==> src/rtl/lsu_pkg.sv <==
// Shared definitions for load_store_unit: state encoding, default memory size
// and the address range check.
package lsu_pkg;

  localparam int unsigned LSU_MEM_BYTES = 128;

  typedef logic [1:0] lsu_state_t;

  localparam lsu_state_t S_IDLE = 2'd0;
  localparam lsu_state_t S_RD   = 2'd1;
  localparam lsu_state_t S_WR   = 2'd2;
  localparam lsu_state_t S_RESP = 2'd3;

  // A word needs two in-range bytes; a byte needs one.
  function automatic logic lsu_in_range(input logic [15:0] addr, input logic is_byte,
                                        input int unsigned mem_bytes);
    logic [31:0] a32;
    a32 = {16'd0, addr};
    return is_byte ? (a32 <= mem_bytes - 32'd1) : (a32 <= mem_bytes - 32'd2);
  endfunction

endpackage

==> src/rtl/lsu_byte_lane.sv <==
// Byte extract/extend and byte merge for a big-endian 16-bit word.
// i_hi selects the high byte [15:8] as the target lane, otherwise the low byte.
module lsu_byte_lane (
  input  logic [15:0] i_word,
  input  logic        i_hi,
  input  logic        i_signed,
  input  logic [7:0]  i_byte,
  output logic [15:0] o_ext,
  output logic [15:0] o_merged
);

  logic [7:0] w_sel;

  always_comb begin
    w_sel    = i_hi ? i_word[15:8] : i_word[7:0];
    o_ext    = {{8{i_signed & w_sel[7]}}, w_sel};
    o_merged = i_hi ? {i_byte, i_word[7:0]} : {i_word[15:8], i_byte};
  end

endmodule

==> src/rtl/load_store_unit.sv <==
// Load/store unit: valid/ready front end to a big-endian 16-bit byte-addressed memory.
// Byte loads and read-modify-write byte stores are built only when LSU_BYTE_EN is defined.
module load_store_unit
  import lsu_pkg::*;
#(
  parameter int unsigned MEM_BYTES = LSU_MEM_BYTES
) (
  input  logic        Clock,
  input  logic        Reset,
  input  logic        ReqValid,
  output logic        ReqReady,
  input  logic        ReqWrite,
  input  logic        ReqByte,
  input  logic        ReqSigned,
  input  logic [15:0] ReqAddr,
  input  logic [15:0] ReqWData,
  output logic        RespValid,
  input  logic        RespReady,
  output logic [15:0] RespRData,
  output logic        RespError,
  output logic [15:0] MemAddress,
  output logic [15:0] MemWriteData,
  output logic        MemWrite,
  output logic        MemRead,
  input  logic [15:0] MemReadData
);

  lsu_state_t  r_state;
  logic        r_write;
  logic        r_err;
  logic [15:0] r_addr;
  logic [15:0] r_wdata;
  logic [15:0] r_rdata;

  logic        w_legal;
  logic [15:0] w_base;
  logic [15:0] w_rd_data;
  lsu_state_t  w_accept_state;

`ifdef LSU_BYTE_EN
  logic        r_byte;
  logic        r_signed;
  logic        r_hi;
  logic        w_hi;
  logic [15:0] w_ext;
  logic [15:0] w_merged;

  // The last byte has no successor, so it is reached as the low lane of the word below it.
  always_comb begin
    w_legal = lsu_in_range(ReqAddr, ReqByte, MEM_BYTES);
    w_hi    = ({16'd0, ReqAddr} <= MEM_BYTES - 32'd2);
    w_base  = (ReqByte && !w_hi) ? ReqAddr - 16'd1 : ReqAddr;
  end

  lsu_byte_lane u_byte_lane (
    .i_word   (MemReadData),
    .i_hi     (r_hi),
    .i_signed (r_signed),
    .i_byte   (r_wdata[7:0]),
    .o_ext    (w_ext),
    .o_merged (w_merged)
  );

  assign w_rd_data = r_byte ? w_ext : MemReadData;
`else
  logic w_unused;

  assign w_unused  = ReqSigned;
  assign w_legal   = !ReqByte && lsu_in_range(ReqAddr, 1'b0, MEM_BYTES);
  assign w_base    = ReqAddr;
  assign w_rd_data = MemReadData;
`endif

  always_comb begin
    w_accept_state = S_RESP;
    if (w_legal) begin
      if (!ReqWrite) w_accept_state = S_RD;
`ifdef LSU_BYTE_EN
      else if (ReqByte) w_accept_state = S_RD;
`endif
      else w_accept_state = S_WR;
    end
  end

  always_ff @(posedge Clock) begin
    if (Reset) begin
      r_state <= S_IDLE;
      r_write <= 1'b0;
      r_err   <= 1'b0;
      r_addr  <= '0;
      r_wdata <= '0;
      r_rdata <= '0;
`ifdef LSU_BYTE_EN
      r_byte   <= 1'b0;
      r_signed <= 1'b0;
      r_hi     <= 1'b0;
`endif
    end else begin
      case (r_state)
        S_IDLE: if (ReqValid) begin
          r_write <= ReqWrite;
          r_err   <= !w_legal;
          r_addr  <= w_base;
          r_wdata <= ReqWData;
          r_rdata <= '0;
          r_state <= w_accept_state;
`ifdef LSU_BYTE_EN
          r_byte   <= ReqByte;
          r_signed <= ReqSigned;
          r_hi     <= w_hi;
`endif
        end
        S_RD: begin
`ifdef LSU_BYTE_EN
          if (r_write) begin
            r_wdata <= w_merged;
            r_state <= S_WR;
          end else begin
            r_rdata <= w_rd_data;
            r_state <= S_RESP;
          end
`else
          r_rdata <= w_rd_data;
          r_state <= S_RESP;
`endif
        end
        S_WR:    r_state <= S_RESP;
        S_RESP:  if (RespReady) r_state <= S_IDLE;
        default: r_state <= S_IDLE;
      endcase
    end
  end

  always_comb begin
    ReqReady     = (r_state == S_IDLE) && !Reset;
    RespValid    = (r_state == S_RESP);
    RespRData    = RespValid ? r_rdata : '0;
    RespError    = RespValid & r_err;
    MemRead      = (r_state == S_RD);
    MemWrite     = (r_state == S_WR) && !Reset;
    MemAddress   = ((r_state == S_RD) || (r_state == S_WR)) ? r_addr : '0;
    MemWriteData = (r_state == S_WR) ? r_wdata : '0;
  end

endmodule

==> config.mk <==
export PLATFORM = sky130hd
export DESIGN_NAME = load_store_unit
export DESIGN_NICKNAME = d
export VERILOG_FILES = /design/src/rtl/lsu_pkg.sv /design/src/rtl/lsu_byte_lane.sv /design/src/rtl/load_store_unit.sv
export SDC_FILE = /design/constraint.sdc
export NUM_CORES = 1
export LEC_CHECK = 0
export BUFFER_PORTS_ARGS = -buffer_cell sky130_fd_sc_hd__buf_4
export CORE_AREA = 2 2 77 79
export CTS_BUF_LIST = sky130_fd_sc_hd__clkbuf_4 sky130_fd_sc_hd__clkbuf_8
export DETAILED_ROUTE_END_ITERATION = 7
export DIE_AREA = 0 0 79 81
export PLACE_DENSITY = 0.75
export SLEW_MARGIN = 20
export SYNTH_ARGS = -nofsm -noshare
export SYNTH_HDL_FRONTEND = slang
export SYNTH_SLANG_ARGS = --single-unit
==> constraint.sdc <==
create_clock -name Clock -period 1.6 [get_ports Clock]
set_clock_uncertainty 0.1 [all_clocks]
set_input_delay 0.32 -clock Clock [delete_from_list [all_inputs] [get_ports Clock]]
set_output_delay 0.32 -clock Clock [all_outputs]
set_load 0.02 [all_outputs]
* After elaboration in Yosys (flattened, before gate mapping)
Cells that the tools add are included.
Word-level totals: output and inout port bits 53, word-level logic and storage cells 35, register bits after elaboration 51
Cells by class: bitwise gates (word level) 1, order comparisons 1, equal/unequal tests 5, reduce and logical (&&, ||, !) cells 13, muxes and demuxes 10
Operator list (count):
- 16-bit two-way mux | 4
- 16-bit case mux with 2 select lines | 1
- 16-bit by 7-bit less-or-equal comparator with 1-bit output, second input constant | 1
- 2-bit two-way mux | 4
- 2-bit case mux with 3 select lines | 1
- 2-bit AND reduction | 3
- 2-bit == test, second input constant | 2
- 1-bit logical AND | 3
- 1-bit zero test | 3
- 2-bit by 1-bit == test with 1-bit output, second input constant | 1
- 2-bit zero test | 1
- 2-bit by 1-bit inequality test with 1-bit output, second input constant | 1
- 2-bit inequality test, second input constant | 1
- 2-bit nonzero test | 1
- 2-bit OR reduction | 1
- 1-bit bitwise AND | 1
- 1-bit logical OR | 1

* Longest topological paths before layout
Gate-level depths: netlist (run 1).
depth in word-level cells 5, depth in mapped cells 8, mapped depth without buffers 6

* Least setup slack after synthesis (run 1)
No wires, ideal clock.
path type reg-to-output, from register r_state[0], to output port RespRData[10], arrival 1262 ps, buffers on the path 1, cell stages (with the launch flop) 4, required time 1180 ps, path slack -82 ps, cell sequence dfxtp_1 > ha_1 > clkbuf_1 > and2_1
On the way: cells in the longest elaborated chain, start to end 2
RTL lines:
- from (decl) | line load_store_unit.sv:28 | lsu_state_t r_state;
- from (signal assigned) | line load_store_unit.sv:106 | r_state <= w_accept_state;
- 2-bit == test | line load_store_unit.sv:136 | RespValid = (r_state == S_RESP);
- net RespValid | line load_store_unit.sv:17 | output logic RespValid,
- 16-bit two-way mux | line load_store_unit.sv:137 | RespRData = RespValid ? r_rdata : '0;
- to (decl) | line load_store_unit.sv:19 | output logic [15:0] RespRData,
The timed path passes the listed nets, and every way through them passes these cells.

* Worst setup path after layout (run 1)
from register r_state[0], to output port MemWriteData[8]
On the way: cells in the longest elaborated chain, start to end 2
RTL lines:
- 2-bit == test | line load_store_unit.sv:142 | MemWriteData = (r_state == S_WR) ? r_wdata : '0;
- 16-bit two-way mux | line load_store_unit.sv:142
- to (decl) | line load_store_unit.sv:22 | output logic [15:0] MemWriteData,
No other way between the ends.

==> results_tabular.tex, run 1 <==
\begin{tabular}{lr}
\hline
Metric & Value \\
\hline
\multicolumn{2}{l}{\textbf{GRT}} \\
Top Usage Layer GRT & met2 \\
Global-route met2 utilization & 36.4\% \\
Global router's overall resource usage & 20.4\% \\
Global-route wire length before repair & 10.3 mm \\
Number of global-route vias before repair & 2201 \\
Fraction of met1 tracks used by global routing & 24.4\% \\
GR Util met3 & 5.67\% \\
Global route overflow & 0 \\
Antenna violations before repair & 0 \\
Largest net degree at the start of global routing & 20 \\
\multicolumn{2}{l}{\textbf{Floorplanning}} \\
Initial standard-cell utilization of the core & 40.4\% \\
Die W & 79 um \\
Floorplan core area & between 5000 and 6000 sq um \\
Die Y & 81 um \\
\# rows & 28 \\
Die Footprint & between 6000 and 7000 sq um \\
I/O pin count & about 110 \\
\multicolumn{2}{l}{\textbf{Cells and area}} \\
Total non-filler cell area in the finished layout & roughly 3600 sq um \\
Layout cells sized above 1 & 45.9\% \\
Net count reported at finish & between 400 and 500 \\
Final standard cell utilization of the core & 63.9\% \\
Leading cell type in the layout, fill and taps excluded & sky130\_fd\_sc\_hd\_\_buf\_4 \\
Synth-to-layout area growth & 58.0\% \\
Non-filler instance count after layout & 474 \\
Number of diodes & 0 \\
Count of filler cells inserted in the layout & 525 \\
Most frequent cells in the layout & 93 x sky130\_fd\_sc\_hd\_\_buf\_4, 64 x sky130\_fd\_sc\_hd\_\_nand2\_1, 49 x sky130\_fd\_sc\_hd\_\_dfxtp\_1 \\
\multicolumn{2}{l}{\textbf{Min path}} \\
HP Class & in -> reg \\
WHS Endpoint & r\_state[0] \\
Hold path cells & 2 \\
Start point of the worst hold path & ReqWrite \\
\multicolumn{2}{l}{\textbf{Timing}} \\
Achievable clock frequency & between 500 and 600 MHz \\
Smallest setup slack after layout & -0.207 ns \\
Worst max-slew margin expressed relative to the limit & 73.6\% \\
Final-report setup violation count & 57 \\
Setup\_tns & -9.28 ns \\
Hold slack & $\sim$0.11 ns \\
Final critical-path share of the clock period & 113\% \\
Pin slew with the least headroom to its limit & 0.392 ns \\
Fin. Hold Viols & 0 \\
Final number of max-transition violations & 0 \\
Minimum clock period after layout & 1.81 ns \\
RSZ-0062 raised after global routing & yes \\
\multicolumn{2}{l}{\textbf{Detailed routing}} \\
Drc violations & 0 \\
1st-iter DRT viols & 74 \\
Detailed Routing Iterations Pass 1 & 4 \\
Vias after detailed routing & 2304 \\
Post-detailed-routing wire length & 6.48 mm \\
DRT antenna net count & 0 \\
Vias/cell & 4.86 \\
Wirelength per Cell & about 14 um \\
\multicolumn{2}{l}{\textbf{Placed design}} \\
Pre-CTS worst setup slack & -0.230 ns \\
Count of buffers from port buffering & 106 \\
Placed standard-cell area & 3210 sq um \\
Placer Congestion & 0.740 \\
HPWL reported at the end of detailed placement & 4.42 mm \\
Dpl cells & 458 \\
\multicolumn{2}{l}{\textbf{Job}} \\
Max-Cap Viols & 0 \\
\multicolumn{2}{l}{\textbf{Worst setup path}} \\
Kind of end point of the critical path & primary output \\
Worst path arrival time & 1.39 ns \\
Worst reg2reg startpoint & r\_state[0] \\
Worst Path Buf+Inv & 3 \\
Class of the most critical setup path & reg -> out \\
Worst path slowest cell & sky130\_fd\_sc\_hd\_\_dfxtp\_2 \\
Launching element type of the critical path & register \\
Crit path max-delay family & flip-flops \\
CP Cell Sequence & inv\_4 -> buf\_12 -> ha\_4 -> and2\_1 -> buf\_4 \\
Slowest cell delay on critical path & 0.37 ns \\
Data required time of the critical path & 1.18 ns \\
End of the worst register-to-register path & r\_state[1] \\
Worst-path maximum fanout & 17 \\
Flop-to-flop setup slack & -0.04 ns \\
Length in cells of the worst reg-to-reg path & 8 \\
\multicolumn{2}{l}{\textbf{Synthesis}} \\
Yosys warning count & 0 \\
Number of distinct standard cells referenced by the synthesized netlist & 26 \\
Mean cell area of the mapped netlist & 8.20 sq um \\
Mapped cell area & 2290 sq um \\
Sequential element share of the synthesized area & 44.5\% \\
Post-synth net total & 339 \\
Register bit count reported by yosys & between 50 and 60 \\
Synthesized netlist cell count & between 200 and 300 \\
\multicolumn{2}{l}{\textbf{Clocking}} \\
Clock root cell & sky130\_fd\_sc\_hd\_\_clkbuf\_8 \\
Number of clock sinks & 51 \\
Clock tree from TritonCTS & done \\
Clock latency on the worst-skew pair & 0.29 ns \\
Number of buffers between clock root and the deepest sink & 2 \\
Number of buffers created by CTS & 5 \\
Clock-pin slew on the worst setup and hold paths & 0.08 ns \\
Deepest level of the CTS H-tree & 2 \\
CTS Hold Bufs & 0 \\
\multicolumn{2}{l}{\textbf{Power and ir drop}} \\
Ratio of total power to cell area & 1400 nW/um\^{}2 \\
Leakage component of the power & 1.61 nW \\
Overall power after layout & slightly above 5 mW \\
Peak supply drop & 0.689 mV \\
\multicolumn{2}{l}{\textbf{Outcome}} \\
Status & finished, violations left \\
Violated checks & negative setup slack \\
\hline
\end{tabular}
metal layers:
layer,share of wire (%),vias up,routed length (um)
li1,-,1153,-
met1,43,1064,2750
met2,50,83,3240
met3,7.0,4,456
met4,0.49,0,32
met5,0,-,0
how the worst max path moves through the flow:
stage	from	to	depth (start not counted)
detailed placement	r_state[0]	r_rdata[4]	5
CTS	r_state[0]	MemAddress[13]	5
global route	r_state[1]	MemAddress[6]	5
floorplan	r_state[0]	MemAddress[11]	4
finish	r_state[0]	MemWriteData[8]	5
global placement	r_state[1]	r_rdata[3]	5
worst register-to-register path, delay by kind of cell, from the launching register on:
family                     cells  cell delay, ns
AOI/OAI and AO/OA              3            0.58
and+or+nand+nor                1            0.09
DFF                            1            0.35
buffers and inverters          3            0.28
adders and majority gates      1            0.14
timing repair:
| item | CTS | global route |
|---|---|---|
| resized for setup | 55 | 18 |
| endpoints found under the setup margin | 71 | 89 |
| setup buffers | 7 | 0 |
| gates cloned | 3 | 1 |
| pin swaps | 18 | 9 |
layout make-up:
cell class | count | area, sq um | area share (%)
multi-input cells | 208 | 1290 | 35.7
flip-flops and latches | 51 | 1020 | 28.2
well taps | 75 | 93.8 | 2.59
repair buffers | 130 | 1120 | 30.9
clock buffers | 6 | 76.3 | 2.10
inverters | 4 | 17.5 | 0.483
power breakdown:
group	internal, mW	leakage, nW	switching, mW
Combinational	1.34	1.15	1.40
Sequential	1.52	0.417	0.132
Clock	0.309	0.0406	0.384
registers in the layout (all words and copies together) (netlist names):
name,cells
r_addr,16
r_wdata,16
r_rdata,16
r_err,1
r_state,2
kinds of logic (layout without fill, tap and decap cells):
kind of cell,count (synthesis),in the layout,share of synthesized area (%)
AO/OA/AOI/OAI,53,54,16.7
adder cells (fa/ha/maj),4,4,2.18
flip-flops,51,51,44.5
buffers and inverters,23,140,5.45
AND/OR/NAND/NOR,149,150,31.2
synth_stat cells:
cell                        n  area share, %
sky130_fd_sc_hd__a21oi_1   32            7.0
sky130_fd_sc_hd__a21boi_4   1           0.82
sky130_fd_sc_hd__ha_1       4            2.2
sky130_fd_sc_hd__clkbuf_1  12            2.0
sky130_fd_sc_hd__and2_1    50             14
sky130_fd_sc_hd__a22oi_2   10            5.5
sky130_fd_sc_hd__a22oi_1    6            2.0
sky130_fd_sc_hd__and2_4     1           0.38
sky130_fd_sc_hd__buf_6      2           0.98
sky130_fd_sc_hd__buf_4      3           0.98
sky130_fd_sc_hd__inv_1      4           0.65
sky130_fd_sc_hd__nor2b_1    2           0.55
sky130_fd_sc_hd__o21ai_2    1           0.38
sky130_fd_sc_hd__nand3_1    2           0.44
sky130_fd_sc_hd__nor4_1     2           0.55
sky130_fd_sc_hd__nor2_1    22            3.6
sky130_fd_sc_hd__nand2b_2   1           0.38
sky130_fd_sc_hd__nand4_1    1           0.27
sky130_fd_sc_hd__buf_2      1           0.22
sky130_fd_sc_hd__nor3_1     2           0.44
sky130_fd_sc_hd__buf_8      1           0.65
sky130_fd_sc_hd__nor3b_1    1           0.33
sky130_fd_sc_hd__nand2_1   65             11
sky130_fd_sc_hd__dfxtp_1   51             44
sky130_fd_sc_hd__a21o_1     1           0.33
sky130_fd_sc_hd__a311oi_1   2           0.76
No activity file was read; power rests on OpenSTA's default activity.
==> run 2: changes to the inputs <==
CORE_AREA = 2 2 91 93   (was 2 2 77 79)
DIE_AREA = 0 0 93 95   (was 0 0 79 81)
PLACE_DENSITY = not set   (was 0.75)
==> run 2 against run 1 <==
Net effect:
- the flow still finishes with violations (negative setup slack)
- critical path depth did not move
- routed wire length rose by 0.99%
- design area fell by 1.9%
- die area rose by 38%
- count of clock-buffer cells in the layout did not move
- non-clock buffer count fell by 7
- highest routed layer unchanged
==> results_tabular.tex, run 2 (synthesis gave the netlist of run 1 again) <==
\begin{tabular}{lr}
\hline
Metric & Value \\
\hline
\multicolumn{2}{l}{\textbf{Timing}} \\
Smallest setup slack after layout & -0.209 ns (was -0.207 ns) \\
Fin. Hold Viols & 0 (unchanged) \\
RSZ-0062 raised after global routing & yes (unchanged) \\
Final critical-path share of the clock period & 113\% (about the same) \\
Hold slack & 0.110 ns (about the same) \\
Final number of max-transition violations & 0 (unchanged) \\
Pin slew with the least headroom to its limit & 0.395 ns (was 0.392 ns) \\
Worst max-slew margin expressed relative to the limit & 73.4\% (was 73.6\%) \\
Minimum clock period after layout & 1.81 ns (about the same) \\
Achievable clock frequency & 553 MHz (about the same) \\
Final-report setup violation count & 51 (was 57) \\
\multicolumn{2}{l}{\textbf{Outcome}} \\
Status & finished, violations left (unchanged) \\
Violated checks & negative setup slack (unchanged) \\
\multicolumn{2}{l}{\textbf{GRT}} \\
Global router's overall resource usage & 15.1\% (was 20.4\%) \\
Number of global-route vias before repair & 2148 (was 2201) \\
Global route overflow & 0 (unchanged) \\
Global-route wire length before repair & 10.4 mm (was 10.3 mm) \\
Largest net degree at the start of global routing & 33 (was 20) \\
Antenna violations before repair & 0 (unchanged) \\
\multicolumn{2}{l}{\textbf{Cells and area}} \\
Synth-to-layout area growth & 55.0\% (was 58.0\%) \\
Net count reported at finish & 450 (was 459) \\
Leading cell type in the layout, fill and taps excluded & sky130\_fd\_sc\_hd\_\_buf\_4 (unchanged) \\
Count of filler cells inserted in the layout & 815 (was 525) \\
Number of diodes & 0 (unchanged) \\
Final standard cell utilization of the core & 44.9\% (was 63.9\%) \\
Non-filler instance count after layout & 496 (was 474) \\
Total non-filler cell area in the finished layout & 3560 sq um (was 3630 sq um) \\
Biggest regs & r\_addr x16, r\_rdata x16, r\_wdata x16 (unchanged) \\
Layout cells sized above 1 & 43.5\% (was 45.9\%) \\
Most frequent cells in the layout & 97 x sky130\_fd\_sc\_hd\_\_buf\_4, 65 x sky130\_fd\_sc\_hd\_\_nand2\_1, 49 x sky130\_fd\_sc\_hd\_\_dfxtp\_1 (was 93 x sky130\_fd\_sc\_hd\_\_buf\_4, 64 x sky130\_fd\_sc\_hd\_\_nand2\_1, 49 x sky130\_fd\_sc\_hd\_\_dfxtp\_1) \\
\multicolumn{2}{l}{\textbf{Worst setup path}} \\
Origin of the worst setup path & r\_state[1] (was r\_state[0]) \\
Class of the most critical setup path & reg -> out (unchanged) \\
Crit path top cell by count & sky130\_fd\_sc\_hd\_\_buf\_6 \\
Flop-to-flop setup slack & 0.02 ns (was -0.04 ns) \\
Worst path arrival time & 1.39 ns (about the same) \\
Endpoint of the most critical setup path & MemAddress[11] (was MemWriteData[8]) \\
Data required time of the critical path & 1.18 ns (about the same) \\
CP Cell Sequence & inv\_4 -> ha\_4 -> buf\_6 -> and2\_4 -> buf\_6 (was inv\_4 -> buf\_12 -> ha\_4 -> and2\_1 -> buf\_4) \\
Worst-path maximum fanout & 5 (was 17) \\
End of the worst register-to-register path & r\_state[1] (unchanged) \\
Launching element type of the critical path & register (unchanged) \\
Worst Path Buf+Inv & 3 (unchanged) \\
Critical Path Stages & 5 (unchanged) \\
Slowest cell delay on critical path & 0.39 ns (was 0.37 ns) \\
Length in cells of the worst reg-to-reg path & 6 (was 8) \\
Worst reg2reg startpoint & r\_state[1] (was r\_state[0]) \\
Crit path max-delay family & flip-flops (unchanged) \\
Kind of end point of the critical path & primary output (unchanged) \\
Worst path slowest cell & sky130\_fd\_sc\_hd\_\_dfxtp\_4 (was sky130\_fd\_sc\_hd\_\_dfxtp\_2) \\
\multicolumn{2}{l}{\textbf{Power and ir drop}} \\
Overall power after layout & 4.94 mW (was 5.09 mW) \\
Clock network fraction of design power & 15.1\% (was 13.6\%) \\
Ratio of total power to cell area & 1390 nW/um\^{}2 (was 1400 nW/um\^{}2) \\
Leakage component of the power & 1.56 nW (was 1.61 nW) \\
Net switching fraction of the power & 37.1\% (was 37.7\%) \\
Design internal power & 3.11 mW (was 3.17 mW) \\
P\_sw & 1.83 mW (was 1.92 mW) \\
Gate power share & 51.3\% (was 53.8\%) \\
Peak supply drop & 0.499 mV (was 0.689 mV) \\
Sequential group share of total power & 33.7\% (was 32.5\%) \\
\multicolumn{2}{l}{\textbf{Placed design}} \\
HPWL reported at the end of detailed placement & 4.58 mm (was 4.42 mm) \\
Dpl cells & 483 (was 458) \\
Placer Congestion & 0.757 (was 0.740) \\
Placed standard-cell area & 3250 sq um (was 3210 sq um) \\
Count of buffers from port buffering & 106 (unchanged) \\
\multicolumn{2}{l}{\textbf{Clocking}} \\
Number of buffers between clock root and the deepest sink & 2 (unchanged) \\
Clock root cell & sky130\_fd\_sc\_hd\_\_clkbuf\_8 (unchanged) \\
Number of clock sinks & 51 (unchanged) \\
Clock-pin slew on the worst setup and hold paths & 0.09 ns (was 0.08 ns) \\
Clock latency on the worst-skew pair & 0.29 ns (about the same) \\
Clock tree from TritonCTS & done (unchanged) \\
Number of buffers created by CTS & 5 (unchanged) \\
CTS Hold Bufs & 0 (unchanged) \\
Deepest level of the CTS H-tree & 2 (unchanged) \\
\multicolumn{2}{l}{\textbf{Floorplanning}} \\
Die Y & 95 um (was 81 um) \\
\# rows & 33 (was 28) \\
I/O pin count & 108 (unchanged) \\
Die Footprint & 8840 sq um (was 6400 sq um) \\
Die W & 93 um (was 79 um) \\
Floorplan core area & 7930 sq um (was 5680 sq um) \\
Initial standard-cell utilization of the core & 28.9\% (was 40.4\%) \\
\multicolumn{2}{l}{\textbf{Detailed routing}} \\
Detailed Routing Iterations Pass 1 & 4 (unchanged) \\
Wirelength per Cell & 13.2 um (was 13.7 um) \\
Vias after detailed routing & 2205 (was 2304) \\
DRT antenna net count & 0 (unchanged) \\
Vias/cell & 4.45 (was 4.86) \\
Post-detailed-routing wire length & 6.54 mm (was 6.48 mm) \\
1st-iter DRT viols & 55 (was 74) \\
Drc violations & 0 (unchanged) \\
\multicolumn{2}{l}{\textbf{Min path}} \\
HP Class & in -> reg (unchanged) \\
Start point of the worst hold path & ReqWrite (unchanged) \\
\multicolumn{2}{l}{\textbf{Job}} \\
Max-Cap Viols & 0 (unchanged) \\
\hline
\end{tabular}
run 2: changes by cell type in the layout (fill, tap and decap cells not counted), sizes merged:
cell | previous run | this run
and2 | 52 | 51
buf | 130 | 123
clkinv | 0 | 1
o21ai | 2 | 1
run 2: worst min path at each step:
stage / endpoint / slack [ns] / depth (start not counted)
after floorplan: r_state[0] / 0.33 / 1
after global placement: r_wdata[5] / 0.34 / 2
after detailed placement: r_addr[2] / 0.34 / 2
after CTS: r_state[0] / 0.1 / 2
after global routing: r_state[0] / 0.10 / 2
final: r_state[0] / 0.11 / 2
run 2: power by group through the flow:
stage | registers [mW] | clock network (mW) | logic [mW]
detailed placement | 1.67 | 0 | 2.08
CTS | 1.65 | 0.785 | 2.50
global route | 1.69 | 0.848 | 2.76
finish | 1.66 | 0.743 | 2.53
floorplan | 1.64 | 0 | 1.33
global placement | 1.65 | 0 | 2.06
run 2: what timing repair did:
| action | 4_1_cts | 5_1_grt |
|---|---|---|
| pin swaps | 17 | 3 |
| gates cloned | 1 | 0 |
| setup endpoints to repair | 56 | 55 |
| setup buffers | 3 | 3 |
| resized for setup | 45 | 8 |
run 2: layout make-up:
cell class / count / area, sq um / area share [%]
Multi-Input combinational cell: 206 / 1240 / 34.8
Timing Repair Buffer: 123 / 1060 / 29.7
Sequential cell: 51 / 1030 / 28.8
Tap cell: 105 / 131 / 3.69
Clock buffer: 6 / 82.6 / 2.32
Inverter: 4 / 17.5 / 0.492
Clock inverter: 1 / 5.00 / 0.141
run 2: layer usage:
layer | vias up | GRT usage [%] | share of wire [%] | routed length, um
met5 | - | 0 | 0 | 0
met1 | 990 | 18.8 | 44 | 2880
met3 | 6 | 4.87 | 8.3 | 546
li1 | 1126 | - | - | -
met2 | 83 | 25.5 | 47 | 3060
met4 | 0 | 3.31 | 0.90 | 59
run 2: stage by stage:
| step | TNS (ns) | setup slack (ns) |
|---|---|---|
| 6_report | -8.85 | -0.209 |
| 2_1_floorplan | 0 | 0.0135 |
| 3_3_place_gp | -0.177 | -0.0325 |
| 5_1_grt | -12.46 | -0.268 |
| 4_1_cts | -10.02 | -0.228 |
| 3_5_place_dp | -0.898 | -0.0773 |
run 2: worst register-to-register path, delay by kind of cell, from the launching register on:
family,cells,cell delay [ns]
compound gates,2,0.43
flops,1,0.37
buf+inv,2,0.31
fa+ha+maj,1,0.21
simple gates,1,0.06
